--- config.mk ---
export PLATFORM = sky130hd
export DESIGN_NAME = cgra_sram_arbiter
export DESIGN_NICKNAME = d
export VERILOG_FILES = /design/src/rtl/cgra_sram_arb_pkg.sv /design/src/rtl/cgra_rr_arbiter.sv /design/src/rtl/cgra_sram_arbiter.sv
export SDC_FILE = /design/constraint.sdc
export NUM_CORES = 1
export LEC_CHECK = 0
export CORE_AREA = 2 2 123 125
export CTS_CLUSTER_DIAMETER = 100
export DETAILED_ROUTE_END_ITERATION = 10
export DIE_AREA = 0 0 125 127
export PLACE_DENSITY = 0.74
export SLEW_MARGIN = 20
export SYNTH_ARGS = -nofsm -noshare
export SYNTH_HDL_FRONTEND = slang
export SYNTH_SLANG_ARGS = --single-unit
--- constraint.sdc ---
create_clock -name clk_i -period 4.52 [get_ports clk_i]
set_input_delay 0.452 -clock clk_i [delete_from_list [all_inputs] [get_ports clk_i]]
set_output_delay 0.452 -clock clk_i [all_outputs]
set_load 0.02 [all_outputs]
--- src/rtl/cgra_sram_arb_pkg.sv ---
// Shared types for the CGRA SRAM arbiter: power-sequencing FSM states and
// the response-tracking record that pairs a granted access with its port.
// No ports; imported by cgra_sram_arbiter and cgra_rr_arbiter.
package cgra_sram_arb_pkg;

    localparam int unsigned DataWidth = 32;
    localparam int unsigned BeWidth   = DataWidth / 8;
    localparam int unsigned MaxPorts  = 8;
    localparam int unsigned PortIdxW  = $clog2(MaxPorts);

    typedef enum logic [1:0] {
        ST_ACTIVE    = 2'd0,
        ST_RETENTIVE = 2'd1,
        ST_WAKE      = 2'd2
    } arb_state_e;

    // One access in flight: response is due on the cycle after the grant.
    typedef struct packed {
        logic                valid;
        logic [PortIdxW-1:0] port;
    } resp_t;

endpackage

--- src/rtl/cgra_rr_arbiter.sv ---
// Combinational round-robin pick. The port at ptr_i has highest priority,
// then ptr_i+1, ... wrapping at NumPorts. The pointer register is owned by
// the caller.
//   req_i   : per-port request vector
//   ptr_i   : index of the highest-priority port
//   gnt_o   : one-hot grant (all zero when no request)
//   idx_o   : index of the granted port
//   valid_o : a port was picked
module cgra_rr_arbiter
    import cgra_sram_arb_pkg::*;
#(
    parameter int unsigned NumPorts = 4,
    parameter int unsigned IdxW     = $clog2(NumPorts)
) (
    input  logic [NumPorts-1:0] req_i,
    input  logic [IdxW-1:0]     ptr_i,
    output logic [NumPorts-1:0] gnt_o,
    output logic [IdxW-1:0]     idx_o,
    output logic                valid_o
);

    logic [IdxW-1:0] cand;
    logic            found;

    always_comb begin
        gnt_o = '0;
        idx_o = '0;
        cand  = '0;
        found = 1'b0;
        for (int unsigned i = 0; i < NumPorts; i++) begin
            cand = IdxW'((32'(ptr_i) + i) % NumPorts);
            if (!found && req_i[cand]) begin
                found       = 1'b1;
                gnt_o[cand] = 1'b1;
                idx_o       = cand;
            end
        end
        valid_o = found;
    end

endmodule

--- src/rtl/cgra_sram_arbiter.sv ---
// Round-robin arbiter and power sequencer for one single-port CGRA SRAM bank
// shared by NumPorts requesters. One access granted per cycle, response one
// cycle later. After IdleCycles idle cycles (with ret_en_i) the bank is put
// into retention; the next request wakes it after WakeCycles cycles.
//   clk_i, rst_i          : clock, synchronous active-high reset
//   ret_en_i              : allow automatic retention
//   req_i/we_i/addr_i/wdata_i/be_i : per-port request and payload (flattened)
//   gnt_o                 : one-hot grant, combinational
//   rvalid_o              : one-hot response, one cycle after grant
//   rdata_o               : bank read data, broadcast
//   mem_*                 : bank access signals; mem_set_retentive_no=0 retains
module cgra_sram_arbiter
    import cgra_sram_arb_pkg::*;
#(
    parameter int unsigned NumPorts   = 4,
    parameter int unsigned NumWords   = 1024,
    parameter int unsigned AddrWidth  = $clog2(NumWords),
    parameter int unsigned IdleCycles = 64,
    parameter int unsigned WakeCycles = 4
) (
    input  logic                          clk_i,
    input  logic                          rst_i,
    input  logic                          ret_en_i,
    input  logic [NumPorts-1:0]           req_i,
    input  logic [NumPorts-1:0]           we_i,
    input  logic [NumPorts*AddrWidth-1:0] addr_i,
    input  logic [NumPorts*DataWidth-1:0] wdata_i,
    input  logic [NumPorts*BeWidth-1:0]   be_i,
    output logic [NumPorts-1:0]           gnt_o,
    output logic [NumPorts-1:0]           rvalid_o,
    output logic [DataWidth-1:0]          rdata_o,
    output logic                          mem_req_o,
    output logic                          mem_we_o,
    output logic [AddrWidth-1:0]          mem_addr_o,
    output logic [DataWidth-1:0]          mem_wdata_o,
    output logic [BeWidth-1:0]            mem_be_o,
    input  logic [DataWidth-1:0]          mem_rdata_i,
    output logic                          mem_set_retentive_no
);

    localparam int unsigned IdxW  = $clog2(NumPorts);
    localparam int unsigned IdleW = $clog2(IdleCycles + 1);
    localparam int unsigned WakeW = $clog2(WakeCycles + 1);
    localparam logic [IdleW-1:0] IdleMax  = IdleW'(IdleCycles);
    localparam logic [WakeW-1:0] WakeLast = WakeW'(WakeCycles - 1);
    localparam logic [IdxW-1:0]  LastIdx  = IdxW'(NumPorts - 1);

    arb_state_e        state_q, state_d;
    logic [IdleW-1:0]  idle_q, idle_d;
    logic [WakeW-1:0]  wake_q, wake_d;
    logic [IdxW-1:0]   ptr_q, ptr_d;
    resp_t             resp_q, resp_d;

    logic [NumPorts-1:0] arb_gnt;
    logic [IdxW-1:0]     arb_idx;
    logic                arb_valid;
    logic                grant;

    cgra_rr_arbiter #(
        .NumPorts (NumPorts)
    ) u_rr (
        .req_i   (req_i),
        .ptr_i   (ptr_q),
        .gnt_o   (arb_gnt),
        .idx_o   (arb_idx),
        .valid_o (arb_valid)
    );

    // Grants and responses are suppressed while reset is held so that no
    // access starts and a pending response is dropped in the reset cycle.
    assign grant                = (state_q == ST_ACTIVE) && arb_valid && !rst_i;
    assign gnt_o                = grant ? arb_gnt : '0;
    assign mem_req_o            = grant;
    assign mem_set_retentive_no = (state_q != ST_RETENTIVE);
    assign rdata_o              = mem_rdata_i;

    always_comb begin
        mem_we_o    = 1'b0;
        mem_addr_o  = '0;
        mem_wdata_o = '0;
        mem_be_o    = '0;
        for (int unsigned i = 0; i < NumPorts; i++) begin
            if (gnt_o[i]) begin
                mem_we_o    = we_i[i];
                mem_addr_o  = addr_i[i*AddrWidth +: AddrWidth];
                mem_wdata_o = wdata_i[i*DataWidth +: DataWidth];
                mem_be_o    = be_i[i*BeWidth +: BeWidth];
            end
        end
    end

    always_comb begin
        rvalid_o = '0;
        for (int unsigned i = 0; i < NumPorts; i++) begin
            rvalid_o[i] = resp_q.valid && !rst_i && (resp_q.port == PortIdxW'(i));
        end
    end

    always_comb begin
        state_d = state_q;
        idle_d  = idle_q;
        wake_d  = wake_q;
        ptr_d   = ptr_q;
        resp_d  = '0;
        unique case (state_q)
            ST_ACTIVE: begin
                if (arb_valid) begin
                    idle_d      = '0;
                    ptr_d       = (arb_idx == LastIdx) ? '0 : arb_idx + IdxW'(1);
                    resp_d.valid = 1'b1;
                    resp_d.port  = PortIdxW'(arb_idx);
                end else if (idle_q == IdleMax) begin
                    // Saturated: retire only once the last response is out.
                    if (ret_en_i && !resp_q.valid) begin
                        state_d = ST_RETENTIVE;
                        idle_d  = '0;
                    end
                end else begin
                    idle_d = idle_q + IdleW'(1);
                end
            end
            ST_RETENTIVE: begin
                if ((|req_i) || !ret_en_i) begin
                    state_d = ST_WAKE;
                    wake_d  = '0;
                end
            end
            ST_WAKE: begin
                if (wake_q == WakeLast) begin
                    state_d = ST_ACTIVE;
                    wake_d  = '0;
                    idle_d  = '0;
                end else begin
                    wake_d = wake_q + WakeW'(1);
                end
            end
            default: state_d = ST_ACTIVE;
        endcase
    end

    always_ff @(posedge clk_i) begin
        if (rst_i) begin
            state_q <= ST_ACTIVE;
            idle_q  <= '0;
            wake_q  <= '0;
            ptr_q   <= '0;
            resp_q  <= '0;
        end else begin
            state_q <= state_d;
            idle_q  <= idle_d;
            wake_q  <= wake_d;
            ptr_q   <= ptr_d;
            resp_q  <= resp_d;
        end
    end

endmodule

==> summary.md <==
| Metric | Value |
|---|---|
| Die area | 15,900 µm² |
| Syn Area/Cell | 7.35 µm² |
| Most used routing layer | met2 |
| FP Rows | 44 |
| Met3 Usage GRT | 0.0431 |
| Number of synthesized flops with an enable pin | 0 |
| Max rail drop VDD | 0.371 mV |
| DP Worst Slack | 0.318 ns |
| Pwr dens | 497 nW/µm² |
| Crit path DAT | 3.85 ns |
| Worst Max-Slew Pin Slew | 0.760 ns |
| F_max | 233 MHz |
| Die H | 127 µm |
| Final #Nets | 882 |
| Gr usage total | 0.171 |
| Worst-Skew Late Latency | 0.25 ns |
| ANT nets after route | 0 |
| Total grt overflow | 0 |
| Ports | 316 |
| CTS tree | built |
| H-tree depth | 1 |
| Grt met1 use | 0.205 |
| Fill cells | 1,468 |
| Highest-count cells in the layout ignoring fill and taps | clkdlybuf4s50_1 (251), and2_1 (51), a22oi_1 (48) |
| Top Family by Delay on Critical Path | buffers and inverters |
| Min Tclk post-route | 4.30 ns |
| Accumulated negative setup slack | 0 ns |
| Hold/Removal Path Class | register to register |
| Final Power | 2920 µW |
| Synth Cell Area | 3260 µm² |
| Rel. slew slack | 0.491 |
| Die Width | 125 µm |
| WP data required | 4.07 ns |
| Post-CTS Setup Inserts | 0 |
| Slew Limit Fails | 0 |
| Core outline area | 14,400 µm² |
| Netlist cell types | 57 |
| Root Driver | clkbuf_16 |
| Async SR Flop Fraction | 0 |
| Min Hold Slack | 0.457 ns |
| Tcrit/Tclk final | 0.951 |
| First-pass DRT Iterations | 4 |
| Most common cell after layout, fill and taps aside | clkdlybuf4s50_1 |
| Critical path class | register to primary output |
| CTS Sinks | 17 |
| Total CTS buffers | 3 |
| Global-route wire length before repair | 22,100 µm |
| Clock transition at path regs | 0.05 ns |
| Post-route DRC | 0 |
| CP bufs+invs | 4 |
| Final Setup Violations | 0 |
| DP HPWL | 11,700 µm |
| Ys Warns | 0 |
| Final hold viol count | 0 |
| PortBufs | 251 |
| Starting Density | 0.226 |
| Total wire length | 14,900 µm |
| Largest net degree at the start of global routing | 35 |
| WL/cell | 18.0 µm |
| Vias in the first global route | 4,110 |
| Critical path launch point type | register |
| Sequential area share after synthesis | 0.104 |
| Antenna Cells | 0 |
| Max_cap viols | 0 |
| Unrepaired setup endpoints after global routing | no |
| Via/cell ratio | 5.23 |
| Register Area | 340 µm² |
| Seq cells post-synth | 17 |
| Multi-input logic area | 2440 µm² |
| Status | finished, final reports clean |
| Vias | 4,332 |
| Gate count of the mapped netlist | 444 |
| # resized after CTS | 0 |
| Fin Clk Skew | 0.00148 ns |
| Max Fanout on Critical Path | 23 |
| Critical path's slowest cell | clkdlybuf4s50_1 |
| Mapped Nets | 681 |
| GR Util met2 | 0.296 |
| Hold-fix buffers, CTS | 0 |
| Clock Tree Buf Depth | 2 |
| Area grow syn2layout | 79.7% |
| Slowest Stage Delay on Critical Path | 0.62 ns |
| Initial antenna violation count | 2 |
| Leakage | 0.00198 µW |
| Final setup margin | 0.220 ns |
| DRT iter0 DRCs | 198 |
| Post-synth top flop | dfxtp_1 |
| Final Wtd Congestion | 0.889 |
| Worst-path cell chain | inv_1 > ha_1 > or3b_1 > a2111oi_4 > buf_4 > o21a_1 > o21a_2 > buf_4 > a22oi_1 > o21ai_1 > clkdlybuf4s50_1 |
| Share of layout cells above drive strength 1 | 0.0730 |
| CP Capture Type | primary output |
| Critical path's most frequent cell | buf_4 |
## sequential cells by signal, summed over array words and instances, names as in the netlist, named ones only
register and count:
idle_q 7, resp_q 3, wake_q 3, state_q 2, ptr_q 1
## cell type report
type / instances / area share
Clock buffer: 3 / 0.0128
Clock inverter: 1 / 0.000853
Inverter: 10 / 0.00640
Multi-Input combinational cell: 339 / 0.416
Sequential cell: 17 / 0.0580
Tap cell: 184 / 0.0393
Timing Repair Buffer: 274 / 0.466
## path summary, 6_finish.rpt
check | start | endpoint | slack (ns) | cells past startpoint
setup / recovery | ptr_q[1]$_SDFFE_PP0N_ | mem_wdata_o[18] | 0.22 | 11
hold / removal | wake_q[2]$_SDFFE_PP0P_ | wake_q[2]$_SDFFE_PP0P_ | 0.46 | 2
setup reg to reg | idle_q[0]$_SDFFE_PP0P_ | idle_q[5]$_SDFFE_PP0P_ | 1.93 | 8
hold reg to reg | wake_q[2]$_SDFFE_PP0P_ | wake_q[2]$_SDFFE_PP0P_ | 0.46 | 2
## tightest hold or removal path, cell delays in order (launching register included)
cell      delay [ns]
dfxtp_1         0.30
nand2b_1        0.06
a221oi_1        0.04
## report_power, final
part	leakage, µW	internal, µW	switching [µW]
combinational	0.00180	1140	1420
clock	0.0000409	119	61.4
sequential	0.000138	167	11.1
## layer usage
layer,wire length (µm),vias to the layer above
met2,7190,227
li1,-,2076
met1,5900,1986
met3,1310,39
met4,444,4
met5,27,-
## per-stage QoR
step	cell area, µm²	util	std cells
after floorplan	3260	-	444
after global placement	5780	0.401	824
after detailed placement	5780	0.401	824
after CTS	5860	0.407	828
after global routing	5860	0.407	828
final	5860	0.407	828
## kinds of logic (layout without fill, tap and decap cells)
logic type,Yosys count,after routing,synth area share
adder cells (fa/ha/maj),10,10,0.0383
flip-flops,17,17,0.104
multiplexers,10,10,0.0433
AND/OR/NAND/NOR,127,127,0.232
AO/OA/AOI/OAI,185,185,0.409
XOR/XNOR,7,7,0.0188
buffers and inverters,88,288,0.155
## synth_stat cells (10+ instances only)
| cell | count | area share |
|---|---|---|
| nand2b_1 | 10 | 0.019 |
| inv_1 | 10 | 0.012 |
| buf_2 | 13 | 0.020 |
| o21ai_1 | 48 | 0.074 |
| nor2_1 | 16 | 0.018 |
| a32oi_1 | 47 | 0.13 |
| buf_4 | 34 | 0.078 |
| clkbuf_1 | 23 | 0.026 |
| dfxtp_1 | 17 | 0.10 |
| ha_1 | 10 | 0.038 |
| and2_1 | 52 | 0.10 |
| a21oi_1 | 15 | 0.023 |
| a22oi_1 | 48 | 0.11 |
Power figures use the tool's default switching activity.
